--- src/rtl/projectile_sequencer.sv ---
// Frame-rate projectile trajectory controller.
// Accepts a throw (launch x, vx, vy), then steps position once per video frame
// (rising edge of vsync) under constant gravity until the projectile hits the
// ground or leaves the horizontal bounds, then holds it visible for a while.
//
// Ports:
//   clk, rst        clock, synchronous active-low reset
//   vsync           VGA vertical sync; its rising edge is the frame tick
//   throw_req       launch request, sampled only while throw_ready=1
//   throw_ready     high while idle
//   x_start         launch x, integer px (signed)
//   v0x, v0y        launch velocity, FRAC fractional bits (signed, +y = up)
//   x_pos, y_pos    projectile position in px (x signed, y = height, saturated)
//   visible         draw-stage enable
//   land_pulse      one-cycle pulse when the flight ends
//   land_oob        1 = last flight ended out of bounds, 0 = hit the ground
module projectile_sequencer #(
    parameter int unsigned FRAC        = 4,
    parameter int unsigned GRAVITY     = 16,
    parameter int unsigned X_LIMIT     = 527,
    parameter int unsigned HOLD_FRAMES = 30
) (
    input  logic               clk,
    input  logic               rst,
    input  logic               vsync,
    input  logic               throw_req,
    output logic               throw_ready,
    input  logic signed [11:0] x_start,
    input  logic signed [11:0] v0x,
    input  logic signed [11:0] v0y,
    output logic signed [11:0] x_pos,
    output logic        [11:0] y_pos,
    output logic               visible,
    output logic               land_pulse,
    output logic               land_oob
);

    localparam int unsigned W   = 12 + FRAC + 2;
    localparam int unsigned CW  = 16;
    localparam int unsigned CW1 = CW + 1;

    localparam logic signed [W-1:0] XLIM = W'(X_LIMIT);
    localparam logic signed [W-1:0] GRAV = W'(GRAVITY);
    localparam logic signed [W-1:0] YMAX = W'(4095);

    typedef enum logic [1:0] {
        IDLE = 2'd0,
        ARM  = 2'd1,
        FLY  = 2'd2,
        HOLD = 2'd3
    } state_t;

    state_t state, state_nxt;

    logic                  vsync_d;
    logic                  tick;
    logic signed [11:0]    lx, lvx, lvy;
    logic signed [11:0]    lx_nxt, lvx_nxt, lvy_nxt;
    logic signed [W-1:0]   xa, ya, vx, vy;
    logic signed [W-1:0]   xa_nxt, ya_nxt, vx_nxt, vy_nxt;
    logic signed [W-1:0]   xn, yn, xs;
    logic        [CW-1:0]  cnt, cnt_nxt;
    logic                  visible_nxt, land_pulse_nxt, land_oob_nxt;
    logic                  hit_ground, out_of_bounds, hold_done;

    // Height in px, clamped to the 12-bit output range
    function automatic logic [11:0] y_sat(input logic signed [W-1:0] v);
        logic signed [W-1:0] s;
        s = v >>> FRAC;
        if (s[W-1])        return 12'd0;
        else if (s > YMAX) return 12'hfff;
        else               return 12'(s);
    endfunction

    // Frame tick: rising edge of vsync
    assign tick = vsync & ~vsync_d;

    // Candidate next position and the two end-of-flight conditions
    assign xn            = xa + vx;
    assign yn            = ya + vy;
    assign xs            = xn >>> FRAC;
    assign hit_ground    = yn[W-1] || (yn == '0);
    assign out_of_bounds = (xs > XLIM) || (xs < -XLIM);
    // Compare count+1 so HOLD_FRAMES=0 also exits on the first tick
    assign hold_done     = (({1'b0, cnt} + CW1'(1)) >= CW1'(HOLD_FRAMES));

    // State, datapath and output registers
    always_ff @(posedge clk) begin
        if (!rst) begin
            state       <= IDLE;
            vsync_d     <= 1'b0;
            lx          <= '0;
            lvx         <= '0;
            lvy         <= '0;
            xa          <= '0;
            ya          <= '0;
            vx          <= '0;
            vy          <= '0;
            cnt         <= '0;
            x_pos       <= '0;
            y_pos       <= '0;
            visible     <= 1'b0;
            land_pulse  <= 1'b0;
            land_oob    <= 1'b0;
            throw_ready <= 1'b1;
        end else begin
            state       <= state_nxt;
            vsync_d     <= vsync;
            lx          <= lx_nxt;
            lvx         <= lvx_nxt;
            lvy         <= lvy_nxt;
            xa          <= xa_nxt;
            ya          <= ya_nxt;
            vx          <= vx_nxt;
            vy          <= vy_nxt;
            cnt         <= cnt_nxt;
            x_pos       <= 12'(xa_nxt >>> FRAC);
            y_pos       <= y_sat(ya_nxt);
            visible     <= visible_nxt;
            land_pulse  <= land_pulse_nxt;
            land_oob    <= land_oob_nxt;
            throw_ready <= (state_nxt == IDLE);
        end
    end

    // Next-state and datapath logic
    always_comb begin
        state_nxt      = state;
        lx_nxt         = lx;
        lvx_nxt        = lvx;
        lvy_nxt        = lvy;
        xa_nxt         = xa;
        ya_nxt         = ya;
        vx_nxt         = vx;
        vy_nxt         = vy;
        cnt_nxt        = cnt;
        visible_nxt    = visible;
        land_pulse_nxt = 1'b0;
        land_oob_nxt   = land_oob;

        case (state)
            IDLE: begin
                if (throw_req) begin
                    lx_nxt    = x_start;
                    lvx_nxt   = v0x;
                    lvy_nxt   = v0y;
                    state_nxt = ARM;
                end
            end
            ARM: begin
                if (tick) begin
                    xa_nxt      = W'(lx) <<< FRAC;
                    ya_nxt      = '0;
                    vx_nxt      = W'(lvx);
                    vy_nxt      = W'(lvy);
                    visible_nxt = 1'b1;
                    state_nxt   = FLY;
                end
            end
            FLY: begin
                if (tick) begin
                    vy_nxt = vy - GRAV;
                    xa_nxt = xn;
                    if (hit_ground) begin
                        ya_nxt         = '0;
                        land_oob_nxt   = 1'b0;
                        land_pulse_nxt = 1'b1;
                        cnt_nxt        = '0;
                        state_nxt      = HOLD;
                    end else begin
                        ya_nxt = yn;
                        if (out_of_bounds) begin
                            land_oob_nxt   = 1'b1;
                            land_pulse_nxt = 1'b1;
                            cnt_nxt        = '0;
                            state_nxt      = HOLD;
                        end
                    end
                end
            end
            HOLD: begin
                if (tick) begin
                    if (hold_done) begin
                        visible_nxt = 1'b0;
                        state_nxt   = IDLE;
                    end else begin
                        cnt_nxt = cnt + CW'(1);
                    end
                end
            end
            default: state_nxt = IDLE;
        endcase
    end

endmodule

--- config.mk ---
export PLATFORM = sky130hd
export DESIGN_NAME = projectile_sequencer
export DESIGN_NICKNAME = d
export VERILOG_FILES = /design/src/rtl/projectile_sequencer.sv
export SDC_FILE = /design/constraint.sdc
export NUM_CORES = 1
export LEC_CHECK = 0
export ABC_AREA = 1
export CAP_MARGIN = 20
export CORE_ASPECT_RATIO = 0.8
export CORE_MARGIN = 2
export CORE_UTILIZATION = 35
export CTS_CLUSTER_SIZE = 30
export DETAILED_ROUTE_END_ITERATION = 10
export GPL_ROUTABILITY_DRIVEN = 0
export HOLD_SLACK_MARGIN = 0.15
export SLEW_MARGIN = 10
export SYNTH_ARGS = -nofsm -noshare
export SYNTH_HDL_FRONTEND = slang
export SYNTH_SLANG_ARGS = --single-unit
export TNS_END_PERCENT = 5
--- constraint.sdc ---
create_clock -name clk -period 2.8 [get_ports clk]
set_clock_uncertainty 0.1 [all_clocks]
set_input_delay 0.56 -clock clk [delete_from_list [all_inputs] [get_ports clk]]
set_output_delay 0.56 -clock clk [all_outputs]
set_load 0.01 [all_outputs]
**Yosys cells after proc, flatten, opt, wreduce, memory -nomap -nowiden**

Index checks and enable logic that the tools add are counted.
Widths: inputs -> output; s select.

- $lt $le $gt $ge: 4
- $add $sub $neg: 5
- Bitwise operators: 3
- Multiplexer cells: 33
- Reductions and logical operators: 17
- Eq/ne operators: 9

Operators by type and width:

| kind | number |
|---|---|
| $mux 18 | 7 |
| $pmux 18 s2 | 3 |
| $mux 16 | 5 |
| $pmux 16 s2 | 1 |
| $add 18x12->18 | 1 |
| $add 18x18->18 | 1 |
| $logic_not 18->1 | 1 |
| $sub 18x6->18 const B | 1 |
| $add 16x1->17 const B | 1 |
| $ge 17x5->1 const B | 1 |
| $add 16x1->16 const B | 1 |
| $gt 14x11->1 const B | 1 |
| $gt 14x13->1 const B | 1 |
| $lt 14x11->1 const B | 1 |
| $mux 2 | 7 |
| $mux 12 | 1 |
| $ne 2x2->1 const B | 5 |
| $reduce_and 3->1 | 3 |
| $pmux 2 s4 | 1 |
| $reduce_bool 2->1 | 4 |
| $mux 1 | 7 |
| $reduce_and 5->1 | 1 |
| $eq 2x2->1 const B | 2 |
| $logic_not 2->1 | 2 |
| 9 further kinds | 12 |

- Register bits after elaboration: 137
- Output and inout port bits: 28
- Logic and storage cells: 88
- Input port bits: 40

**Depth between registers and ports, before layout**

Gate-level depths: netlist of run 1.

- Word-level depth: 8
- Mapped depth: 25
- Gate-level depth less buffers: 24

**Worst setup path before layout of run 1**

OpenSTA, ideal clock, no wires.

- Kind: register to register
- Start point: register ya[0]
- End point: register cnt[3]
- Arrival time: 2.410 ns
- Stages on the path, launching flop included: 25
- Path slack: 0.179 ns
- Library setup time: 0.111 ns
- Buffers on the path: 1
- Clock period less this slack: 2.621 ns
- Cell sequence: dfxtp_1 -> ha_1 -> inv_1 -> fa_1 -> inv_1 -> nand3_1 -> nand2_1 -> nand2_1 -> nand2_1 -> nand3_1 -> nand2_1 -> nand2_1 -> nand2_1 -> nor2_1 -> nand3_1 -> nand2_2 -> inv_2 -> nand3_4 -> nand2_4 -> nand2_4 -> nand2_4 -> inv_4 -> buf_12 -> nor2_2 -> nor2_2

- Longest elaborated chain between the ends: 6
- Elaborated cells on any way between the ends: 8
- Those cells by class: add/sub (1); eq/ne (1); mux (3); reduce/logical (3)

Ends and longest elaborated chain:

| element | line | source |
|---|---|---|
| from (decl) | 59 | `logic signed [W-1:0] xa, ya, vx, vy;` |
| from (signal assigned) | 113 | `ya <= ya_nxt;` |
| $add 18x18->18 * | 80 | `assign yn = ya + vy;` |
| $logic_not 18->1 | 82 | `assign hit_ground = yn[W-1] \|\| (yn == '0);` |
| $logic_or 1x1->1 * | 82 |  |
| $mux 16 | 164 | `if (hit_ground) begin` |
| $mux 16 | 161 | `if (tick) begin` |
| $pmux 16 s2 | 141 | `case (state)` |
| to (signal assigned) | 116 | `cnt <= cnt_nxt;` |
| to (decl) | 62 | `logic [CW-1:0] cnt, cnt_nxt;` |

Mark *: on every way between the ends. The rest lies on a longest branch, timed or not. The select of a mux whose other input is x is not followed.
A chain may end at the register's enable or synchronous reset.

**Worst setup path after layout of run 1**

- Start point: register vy[0]
- End point: register cnt[2]

- Longest elaborated chain between the ends: 6
- Elaborated cells on any way between the ends: 8
- Those cells by class: add/sub (1); eq/ne (1); mux (3); reduce/logical (3)

Ends and longest elaborated chain:

| element | line | source |
|---|---|---|
| from (decl) | 59 |  |
| from (signal assigned) | 115 | `vy <= vy_nxt;` |
| $add 18x18->18 * | 80 |  |
| $logic_not 18->1 | 82 |  |
| $logic_or 1x1->1 * | 82 |  |
| $mux 16 | 164 |  |
| $mux 16 | 161 |  |
| $pmux 16 s2 | 141 |  |

Marked as above.

==> summary.md, run 1 <==
| Metric | Value |
|---|---|
| Result of the run | finished, final reports clean |
| Clock network latency to the later pin of the worst-skew pair | 440 ps |
| Area of all sequential standard cells | 2750 um2 |
| Proportion of layout cells with a drive suffix above 1 | 14.2% |
| Most used flip-flop cell after synthesis | sky130_fd_sc_hd__dfxtp_1 |
| Proportion of total power due to net switching | 37.5% |
| Gate power share | 37.9% |
| Die Footprint | 25000 um2 |
| Worst hold slack across all endpoints | 365 ps |
| Post-synth ARST share | 0% |
| Antenna fix cells | 0 |
| Count of flip-flops with a built-in enable after synthesis | 0 |
| H-tree depth | 4 |
| Cts bufs inserted | 17 |
| DRC violations left | 0 |
| Most common cell on crit path | sky130_fd_sc_hd__nand2_2 |
| Maximum net fanout on the critical path | 8 |
| Total instance count after detailed placement | 1633 |
| Detailed-route via count | 7932 |
| Hold Violations, Final | 0 |
| Maximum number of pins on one net before global-route repair | 68 |
| Critical Setup Path Class | reg2reg |
| Clock network power share | 29.8% |
| Tightest Pin Transition | 623 ps |
| CTS Hold Bufs | 0 |
| DRT Wirelength | 22200 um |
| Vias per Instance | 4.74 |
| Final Total Pwr | 7850 uW |
| Highest clock rate | 367 MHz |
| Flop pwr share | 32.3% |
| Synthesized netlist net count | 1353 |
| Most frequent cells in the layout | sky130_fd_sc_hd__nand2_1, sky130_fd_sc_hd__nor2_1, sky130_fd_sc_hd__inv_1 |
| Slew Limit Fails | 0 |
| Clk buf depth | 2 |
| Core Util, Final | 44.1% |
| Maximum vdd drop | 0.000494 V |
| Required time at the worst-slack endpoint | 3080 ps |
| Number of design-rule violations left by the first detailed-router iteration | 563 |
| Setup violation total in the final timing report | 0 |
| Sequential fraction of the synthesis area | 33.0% |
| Crit. End Element | register |
| Ratio of final minimum period to clock period | 97.3% |
| Row cnt | 50 |
| Reported leakage power | 0.00472 uW |
| Cell area power density | 763 nW/um2 |
| Fill cells | 2474 |
| Cell type of the slowest stage on the worst timing path | sky130_fd_sc_hd__fa_2 |
| Avg Cell Area, Syn | 6.54 um2 |
| CTS tree | yes |
| Flops & latches, synth | 137 |
| Signal arrival time at the worst endpoint | 3000 ps |
| Sort of element at the start of the critical path | register |
| Most common library cell in the layout ignoring fill and taps | sky130_fd_sc_hd__nand2_1 |
| Wire per inst | 13.3 um |
| Vias in the first global route | 7077 |
| Clock period minus worst slack | 2720 ps |
| Port-buffer cells | 67 |
| Unrepaired setup endpoints after global routing | yes |
| Yosys warns | 0 |
| Cell count after synthesis | 1269 |
| Post-CTS clock slew at the launch and capture registers of the worst setup and hold paths | 60 ps |
| Headroom to the max-slew limit | 58.0% |
| Drt first pass iters | 5 |
| Gr usage total | 18.0% |
| Number of sinks on the clock net | 137 |
| Total gr overflow | 0 |
| Tightest Hold Check Type | reg2reg |
| Synthesis-to-finish area growth | 23.9% |
| Root cell of the clock tree | sky130_fd_sc_hd__clkbuf_16 |
| Number of routed nets with antenna violations | 0 |
| X dimension of the die | 176 um |
| Post-Synthesis Cell Area | 8300 um2 |
| Internal portion of total power | 4910 uW |
| Sw power | 2940 uW |
| Num ports | 68 |
| Footprint of the multi-input gates | 4890 um2 |
| Starting utilization of the core area | 35.6% |
| Cell Count, Final, Fillers Out | 1672 |
| Number of maximum-capacitance constraint violations | 0 |
| Largest delay share family, worst path | simple AND/OR/NAND/NOR gates |
| Count of nets after finishing | 1431 |
| Worst path bufs/invs | 3 |
| Detailed placement HPWL | 16300 um |
| Wire length of the first global-routing pass | 35700 um |
| DIE HEIGHT | 142 um |
| Placeable core area | 23300 um2 |
| Sequence of cells on the critical path | ha_4 > inv_2 > fa_2 > inv_2 > nand3_2 > nand2_2 > nand2_2 > nand2_2 > nand3_4 > nor2_2 > nand3_1 > nor2_1 > nand3_1 > nand2_2 > inv_4 > nand3_4 > nand2_4 > nand2_4 > nand2_8 > nand2_2 > nand2_1 > nor2_1 |
| Number of antenna violations at the first check in global routing | 0 |
| Max incr delay on CP | 400 ps |
| Count of distinct cell types in the synthesized netlist | 50 |
## through the flow
step / area, um2 / setup slack [ps] / TNS, ps
after floorplan: 8300 / 179 / 0
after global placement: 9380 / 71.3 / 0
after detailed placement: 9380 / -14.4 / -36.0
after CTS: 10000 / 5.32 / 0
after global routing: 10300 / -114 / -1820
final: 10300 / 76.3 / 0
## cells by family (layout without fill, tap and decap cells)
logic type                 after synthesis  after routing  synth area share [%]
adders and majority gates               44             44                  6.81
DFF                                    137            137                  33.0
buffers and inverters                  218            309                  10.7
and+or+nand+nor                        650            650                  34.1
xor gates and xnor gates                19             19                  2.09
AOI/OAI and AO/OA                      201            201                  13.3
## metal layers
metal  GRT usage [%]  part of all wire (%)  vias up
met3            3.83                   6.6       24
met2            25.3                    39      210
met5               0                     0        -
met4            5.35                   1.3        0
li1                -                     -     4212
met1            27.1                    53     3486
## registers in the layout (all words and copies together) (netlist names)
| name | cells |
|---|---|
| land_pulse | 1 |
| vsync_d | 1 |
| y_pos | 12 |
| lvy | 12 |
| ya | 18 |
| lvx | 12 |
| visible | 1 |
| xa | 18 |
| state | 2 |
| cnt | 16 |
| land_oob | 1 |
| throw_ready | 1 |
| vy | 18 |
| lx | 12 |
| vx | 12 |
## worst reg2reg max path: stages, from the launching register on
cell                      delay [ps]
sky130_fd_sc_hd__dfxtp_2         350
sky130_fd_sc_hd__ha_4            140
sky130_fd_sc_hd__inv_2            40
sky130_fd_sc_hd__fa_2            400
sky130_fd_sc_hd__inv_2            90
sky130_fd_sc_hd__nand3_2          70
sky130_fd_sc_hd__nand2_2         110
sky130_fd_sc_hd__nand2_2          60
sky130_fd_sc_hd__nand2_2         100
sky130_fd_sc_hd__nand3_4          90
sky130_fd_sc_hd__nor2_2          120
sky130_fd_sc_hd__nand3_1          80
sky130_fd_sc_hd__nor2_1          110
sky130_fd_sc_hd__nand3_1          90
sky130_fd_sc_hd__nand2_2         110
sky130_fd_sc_hd__inv_4            60
sky130_fd_sc_hd__nand3_4          70
sky130_fd_sc_hd__nand2_4          60
sky130_fd_sc_hd__nand2_4         110
sky130_fd_sc_hd__nand2_8         100
sky130_fd_sc_hd__nand2_2          80
sky130_fd_sc_hd__nand2_1          40
sky130_fd_sc_hd__nor2_1          110
## path summary, 6_finish.rpt
path,start,end,slack [ps],cells past startpoint
setup reg to reg,vy[0]$_SDFFE_PN0P_,cnt[2]$_SDFFE_PN0P_,80,22
setup / recovery,vy[0]$_SDFFE_PN0P_,cnt[2]$_SDFFE_PN0P_,80,22
hold / removal,lvy[11]$_SDFFE_PN0P_,lvy[11]$_SDFFE_PN0P_,370,2
hold reg to reg,lvy[11]$_SDFFE_PN0P_,lvy[11]$_SDFFE_PN0P_,370,2
## power by group through the flow
| stage | combinational, uW | clock [uW] | sequential [uW] |
|---|---|---|---|
| final | 2980 | 2340 | 2540 |
| after global routing | 3340 | 2480 | 2580 |
| after CTS | 2820 | 2390 | 2530 |
| after detailed placement | 2790 | 0 | 2570 |
| after global placement | 2770 | 0 | 2560 |
| after floorplan | 1970 | 0 | 2500 |
## cells in the mapped netlist, types with 2 or more instances
library cell	instances	area [um2]
sky130_fd_sc_hd__nand4_1	9	56.3
sky130_fd_sc_hd__a221oi_1	3	26.3
sky130_fd_sc_hd__a31oi_1	11	68.8
sky130_fd_sc_hd__o211ai_1	7	52.6
sky130_fd_sc_hd__clkbuf_1	32	120
sky130_fd_sc_hd__nand2_1	308	1160
sky130_fd_sc_hd__nand3_2	5	50.1
sky130_fd_sc_hd__nand2_2	11	68.8
sky130_fd_sc_hd__nor2_1	192	721
sky130_fd_sc_hd__o21ai_1	4	20.0
sky130_fd_sc_hd__a211oi_1	4	30.0
sky130_fd_sc_hd__or2_2	4	25.0
sky130_fd_sc_hd__nand3_1	70	350
sky130_fd_sc_hd__nor3_2	9	90.1
sky130_fd_sc_hd__buf_2	2	10.0
sky130_fd_sc_hd__clkinv_1	4	15.0
sky130_fd_sc_hd__dfxtp_1	137	2740
sky130_fd_sc_hd__a21oi_1	64	320
sky130_fd_sc_hd__inv_1	156	586
sky130_fd_sc_hd__xnor2_1	7	61.3
sky130_fd_sc_hd__nor2_2	6	37.5
sky130_fd_sc_hd__o21ai_0	93	465
sky130_fd_sc_hd__buf_4	12	90.1
sky130_fd_sc_hd__inv_2	7	26.3
sky130_fd_sc_hd__ha_1	42	526
sky130_fd_sc_hd__nor3_1	14	70.1
sky130_fd_sc_hd__fa_1	2	40.0
sky130_fd_sc_hd__nand3b_1	12	90.1
sky130_fd_sc_hd__nand2_4	3	33.8
sky130_fd_sc_hd__o22ai_1	7	43.8
sky130_fd_sc_hd__o21bai_1	3	22.5
sky130_fd_sc_hd__xor2_1	11	96.3
## cell type report
| class | count | share of cell area [%] |
|---|---|---|
| Tap cell | 312 | 3.80 |
| Multi-Input combinational cell | 914 | 47.6 |
| Timing Repair Buffer | 107 | 9.55 |
| Clock buffer | 21 | 4.48 |
| Clock inverter | 11 | 1.42 |
| Sequential cell | 137 | 26.7 |
| Timing Repair inverter | 1 | 0.0851 |
| Inverter | 169 | 6.35 |
## timing repair
action / CTS / global route
cloned: 0 / 1
setup endpoints to repair: 15 / 48
gates resized for setup: 4 / 78
buffers inserted: 0 / 6
pin swaps: 0 / 25
No activity file was read; power rests on OpenSTA's default activity.
==> run 2, diff against run 1 <==
--- a/config.mk
+++ b/config.mk
@@ -5,7 +5,6 @@
 export SDC_FILE = /design/constraint.sdc
 export NUM_CORES = 1
 export LEC_CHECK = 0
-export ABC_AREA = 1
 export CAP_MARGIN = 20
 export CORE_ASPECT_RATIO = 0.8
 export CORE_MARGIN = 2
==> run 2 against run 1 <==
  * Critical path depth shrank 10
  * Clock power is essentially flat
  * Register-to-register slack lost 950 ps
  * Synthesized area shrank 7.3%
  * Total power grew 4.1%
  * The run now ends with setup timing left
  * Critical endpoint is now cnt[3]$_SDFFE_PN0P_
  * Combinational power grew 16%
  * Sequential share of layout area shrank 1.4 points
  * Maximum frequency shrank 26%
  * First-iteration DRC count grew 6.4%
  * Cell count shrank 12%
  * Global-route usage grew 2.3 points
  * Count of clock-buffer cells in the layout shrank 4
==> summary.md, run 2 <==
| Metric | Value |
|---|---|
| Flops & latches, synth | 137 (unchanged) |
| Highest clock rate | 272 MHz (was 367 MHz) |
| Clock period minus worst slack | 3670 ps (was 2720 ps) |
| Detailed-route via count | 7726 (was 7932) |
| Required time at the worst-slack endpoint | 3050 ps (was 3080 ps) |
| Signal arrival time at the worst endpoint | 3920 ps (was 3000 ps) |
| Final Total Pwr | 8170 uW (was 7850 uW) |
| Headroom to the max-slew limit | 58.7% (was 58.0%) |
| Most frequent cells in the layout | sky130_fd_sc_hd__buf_4, sky130_fd_sc_hd__nand2_1, sky130_fd_sc_hd__dfxtp_1 (was sky130_fd_sc_hd__nand2_1, sky130_fd_sc_hd__nor2_1, sky130_fd_sc_hd__inv_1) |
| Clk buf depth | 2 (unchanged) |
| Max incr delay on CP | 540 ps (was 400 ps) |
| Count of flip-flops with a built-in enable after synthesis | 0 (unchanged) |
| Wire length of the first global-routing pass | 36900 um (was 35700 um) |
| Violations in the final reports | setup timing |
| Sequence of cells on the critical path | ha_4 > a211oi_4 > o211ai_2 > a311o_1 > a2111oi_2 > nand2_1 > or4b_4 > o21ai_4 > a211oi_4 > buf_6 > or4_4 > o31ai_2 (was ha_4 > inv_2 > fa_2 > inv_2 > nand3_2 > nand2_2 > nand2_2 > nand2_2 > nand3_4 > nor2_2 > nand3_1 > nor2_1 > nand3_1 > nand2_2 > inv_4 > nand3_4 > nand2_4 > nand2_4 > nand2_8 > nand2_2 > nand2_1 > nor2_1) |
| Area share of the largest cell type after synthesis | 35.6% (was 33.0%) |
| Adder-cell area share of the yosys netlist | 7.35% (was 6.81%) |
| Most frequently used cell type in the post-synthesis netlist | sky130_fd_sc_hd__nand2_1 (unchanged) |
| Starting utilization of the core area | 35.7% (was 35.6%) |
| Maximum net fanout on the critical path | 6 (was 8) |
| Cell type of the slowest stage on the worst timing path | sky130_fd_sc_hd__or4b_4 (was sky130_fd_sc_hd__fa_2) |
| Number of design-rule violations left by the first detailed-router iteration | 599 (was 563) |
| DRT Wirelength | 23200 um (was 22200 um) |
| Core Util, Final | 50.4% (was 44.1%) |
| Cts bufs inserted | 17 (unchanged) |
| Synth Area in XOR/XNOR | 2.28% (was 2.09%) |
| Ranking of synthesized cells by area | sky130_fd_sc_hd__dfxtp_1, sky130_fd_sc_hd__a21oi_1, sky130_fd_sc_hd__nand2_1 (was sky130_fd_sc_hd__dfxtp_1, sky130_fd_sc_hd__nand2_1, sky130_fd_sc_hd__nor2_1) |
| DRC violations left | 0 (unchanged) |
| Top Registers | vy (18), xa (18), ya (18) (unchanged) |
| Most common library cell in the layout ignoring fill and taps | sky130_fd_sc_hd__buf_4 (was sky130_fd_sc_hd__nand2_1) |
| Critical Setup Path Class | reg2reg (unchanged) |
| Area fraction in and, or, nand and nor cells after synthesis | 21.2% (was 34.1%) |
| Number of antenna violations at the first check in global routing | 0 (unchanged) |
| Proportion of layout cells with a drive suffix above 1 | 25.8% (was 14.2%) |
| Worst path bufs/invs | 1 (was 3) |
| Compound-gate portion of the synthesized area | 27.1% (was 13.3%) |
| X dimension of the die | 170 um (was 176 um) |
| Post-route design area | 10900 um2 (was 10300 um2) |
| DIE HEIGHT | 137 um (was 142 um) |
| Vias in the first global route | 7172 (was 7077) |
| Multiplexer share of the synthesized area | 1.20% (was 0%) |
| Highest metal layer with signal wires | met4 (unchanged) |
| Maximum vdd drop | 0.000462 V (was 0.000494 V) |
| Tightest Pin Transition | 613 ps (was 623 ps) |
| Most common cell on crit path | sky130_fd_sc_hd__a211oi_4 (was sky130_fd_sc_hd__nand2_2) |
| Number of routed nets with antenna violations | 0 (unchanged) |
| Cell count after synthesis | 966 (was 1269) |
| Post-CTS clock slew at the launch and capture registers of the worst setup and hold paths | 60 ps (about the same) |
| Drt first pass iters | 5 (unchanged) |
| Met3 layer wire length in the routed design | 1180 um (was 1460 um) |
| Reported leakage power | 0.00450 uW (was 0.00472 uW) |
| Maximum number of pins on one net before global-route repair | 66 (was 68) |
| Avg Cell Area, Syn | 7.97 um2 (was 6.54 um2) |
| Sort of element at the start of the critical path | register (unchanged) |
| CTS tree | yes (unchanged) |
| Most used flip-flop cell after synthesis | sky130_fd_sc_hd__dfxtp_1 (unchanged) |
| Tightest Hold Check Type | reg2reg (unchanged) |
| Met2 wire length | 9370 um (was 8750 um) |
| Synthesized netlist net count | 1050 (was 1353) |
| Hold Violations, Final | 0 (unchanged) |
| Crit. End Element | register (unchanged) |
| Number of maximum-capacitance constraint violations | 0 (unchanged) |
| Yosys warns | 0 (unchanged) |
| H-tree depth | 4 (unchanged) |
| Unrepaired setup endpoints after global routing | yes (unchanged) |
| Count of distinct cell types in the synthesized netlist | 86 (was 50) |
| Num ports | 68 (unchanged) |
| Total gr overflow | 0 (unchanged) |
| Number of sinks on the clock net | 137 (unchanged) |
| Synthesis-to-finish area growth | 41.1% (was 23.9%) |
| Row cnt | 48 (was 50) |
| Post-placement cell area | 9930 um2 (was 9380 um2) |
| Post-synth ARST share | 0% (unchanged) |
| Detailed placement HPWL | 16900 um (was 16300 um) |
| Sequential fraction of the synthesis area | 35.6% (was 33.0%) |
| Result of the run | finished, violations left (was finished, final reports clean) |
| Clock network latency to the later pin of the worst-skew pair | 430 ps (was 440 ps) |
| Slew Limit Fails | 0 (unchanged) |
| Placeable core area | 21600 um2 (was 23300 um2) |
| CTS Hold Bufs | 0 (unchanged) |
| Antenna fix cells | 0 (unchanged) |
| Post-Synthesis Cell Area | 7690 um2 (was 8300 um2) |
| Smallest setup slack after layout | -875 ps (was 76.3 ps) |
| Wl on met1 | 12400 um (was 11700 um) |
| Sum Neg Setup Slack | -31150 ps (was 0 ps) |
| Largest delay share family, worst path | compound AO/OA/AOI/OAI gates (was simple AND/OR/NAND/NOR gates) |
| Cell area power density | 753 nW/um2 (was 763 nW/um2) |
| Wire per inst | 15.8 um (was 13.3 um) |
| Count of nets after finishing | 1267 (was 1431) |
| Fill cells | 2037 (was 2474) |
| Gr usage total | 20.2% (was 18.0%) |
| Setup violation total in the final timing report | 48 (was 0) |
| Root cell of the clock tree | sky130_fd_sc_hd__clkbuf_16 (unchanged) |
| Vias per Instance | 5.25 (was 4.74) |
| Most instantiated cells after synthesis | sky130_fd_sc_hd__nand2_1, sky130_fd_sc_hd__dfxtp_1, sky130_fd_sc_hd__a21oi_1 (was sky130_fd_sc_hd__nand2_1, sky130_fd_sc_hd__nor2_1, sky130_fd_sc_hd__inv_1) |
| Port-buffer cells | 67 (unchanged) |
| Cell type contributing the most total cell area after synthesis | sky130_fd_sc_hd__dfxtp_1 (unchanged) |
| Die Footprint | 23200 um2 (was 25000 um2) |
| Combinational family with the most area after synthesis | compound AO/OA/AOI/OAI gates (was simple AND/OR/NAND/NOR gates) |
| Ratio of final minimum period to clock period | 131% (was 97.3%) |
run 2: kinds of logic (layout without fill, tap and decap cells):
logic type	count (synthesis)	after routing
buffers and inverters	85	314
flip-flops	137	137
XOR/XNOR	20	20
adder cells (fa/ha/maj)	44	44
AND/OR/NAND/NOR	357	357
AO/OA/AOI/OAI	314	315
multiplexers	9	9
run 2: through the flow:
| step | worst slack (ps) | cells | hold WS (ps) |
|---|---|---|---|
| 2_1_floorplan | -612 | 966 | 332 |
| 3_3_place_gp | -844 | 1432 | 341 |
| 3_5_place_dp | -946 | 1432 | 341 |
| 4_1_cts | -850 | 1466 | 352 |
| 5_1_grt | -1020 | 1471 | 369 |
| 6_report | -875 | 1471 | 348 |
run 2: layout make-up:
class | instances | area (um2) | area share, %
inverter | 27 | 101 | 0.933
timing repair buffer | 255 | 2140 | 19.7
clock buffer | 17 | 425 | 3.92
multi-input combinational | 745 | 4920 | 45.3
tap | 275 | 344 | 3.17
clock inverter | 15 | 171 | 1.58
sequential | 137 | 2760 | 25.4
run 2: layer usage:
| metal | track usage (%) | up-vias |
|---|---|---|
| met3 | 3.82 | 21 |
| met2 | 29.3 | 190 |
| met5 | 0 | - |
| li1 | - | 3931 |
| met4 | 4.70 | 0 |
| met1 | 30.7 | 3584 |
run 2: where the power goes:
part           internal, uW  switching (uW)
registers              2200             190
logic                  1640            1830
clock network          1280            1030
total                  5120            3050
run 2: worst min-delay path, delay by kind of cell, from the launching register on:
kind / cells / cell delay [ps]
AOI/OAI and AO/OA: 1 / 50
and+or+nand+nor: 1 / 50
DFF: 1 / 310
run 2: final timing paths:
kind	from	end	slack (ps)	depth (start not counted)
worst max register to register	ya[1]$_SDFFE_PN0P_	cnt[3]$_SDFFE_PN0P_	-870	12
worst max-delay path	ya[1]$_SDFFE_PN0P_	cnt[3]$_SDFFE_PN0P_	-870	12
worst min-delay path	lvx[0]$_SDFFE_PN0P_	vx[0]$_SDFFE_PN0P_	350	2
worst min register to register	lvx[0]$_SDFFE_PN0P_	vx[0]$_SDFFE_PN0P_	350	2
run 2: what timing repair did:
item | 4_1_cts | 5_1_grt
pin swaps | 14 | 17
gates cloned | 0 | 1
setup endpoints to repair | 48 | 53
resized for setup | 20 | 37
buffers inserted | 2 | 5
endpoints found under the hold margin | 0 | 0
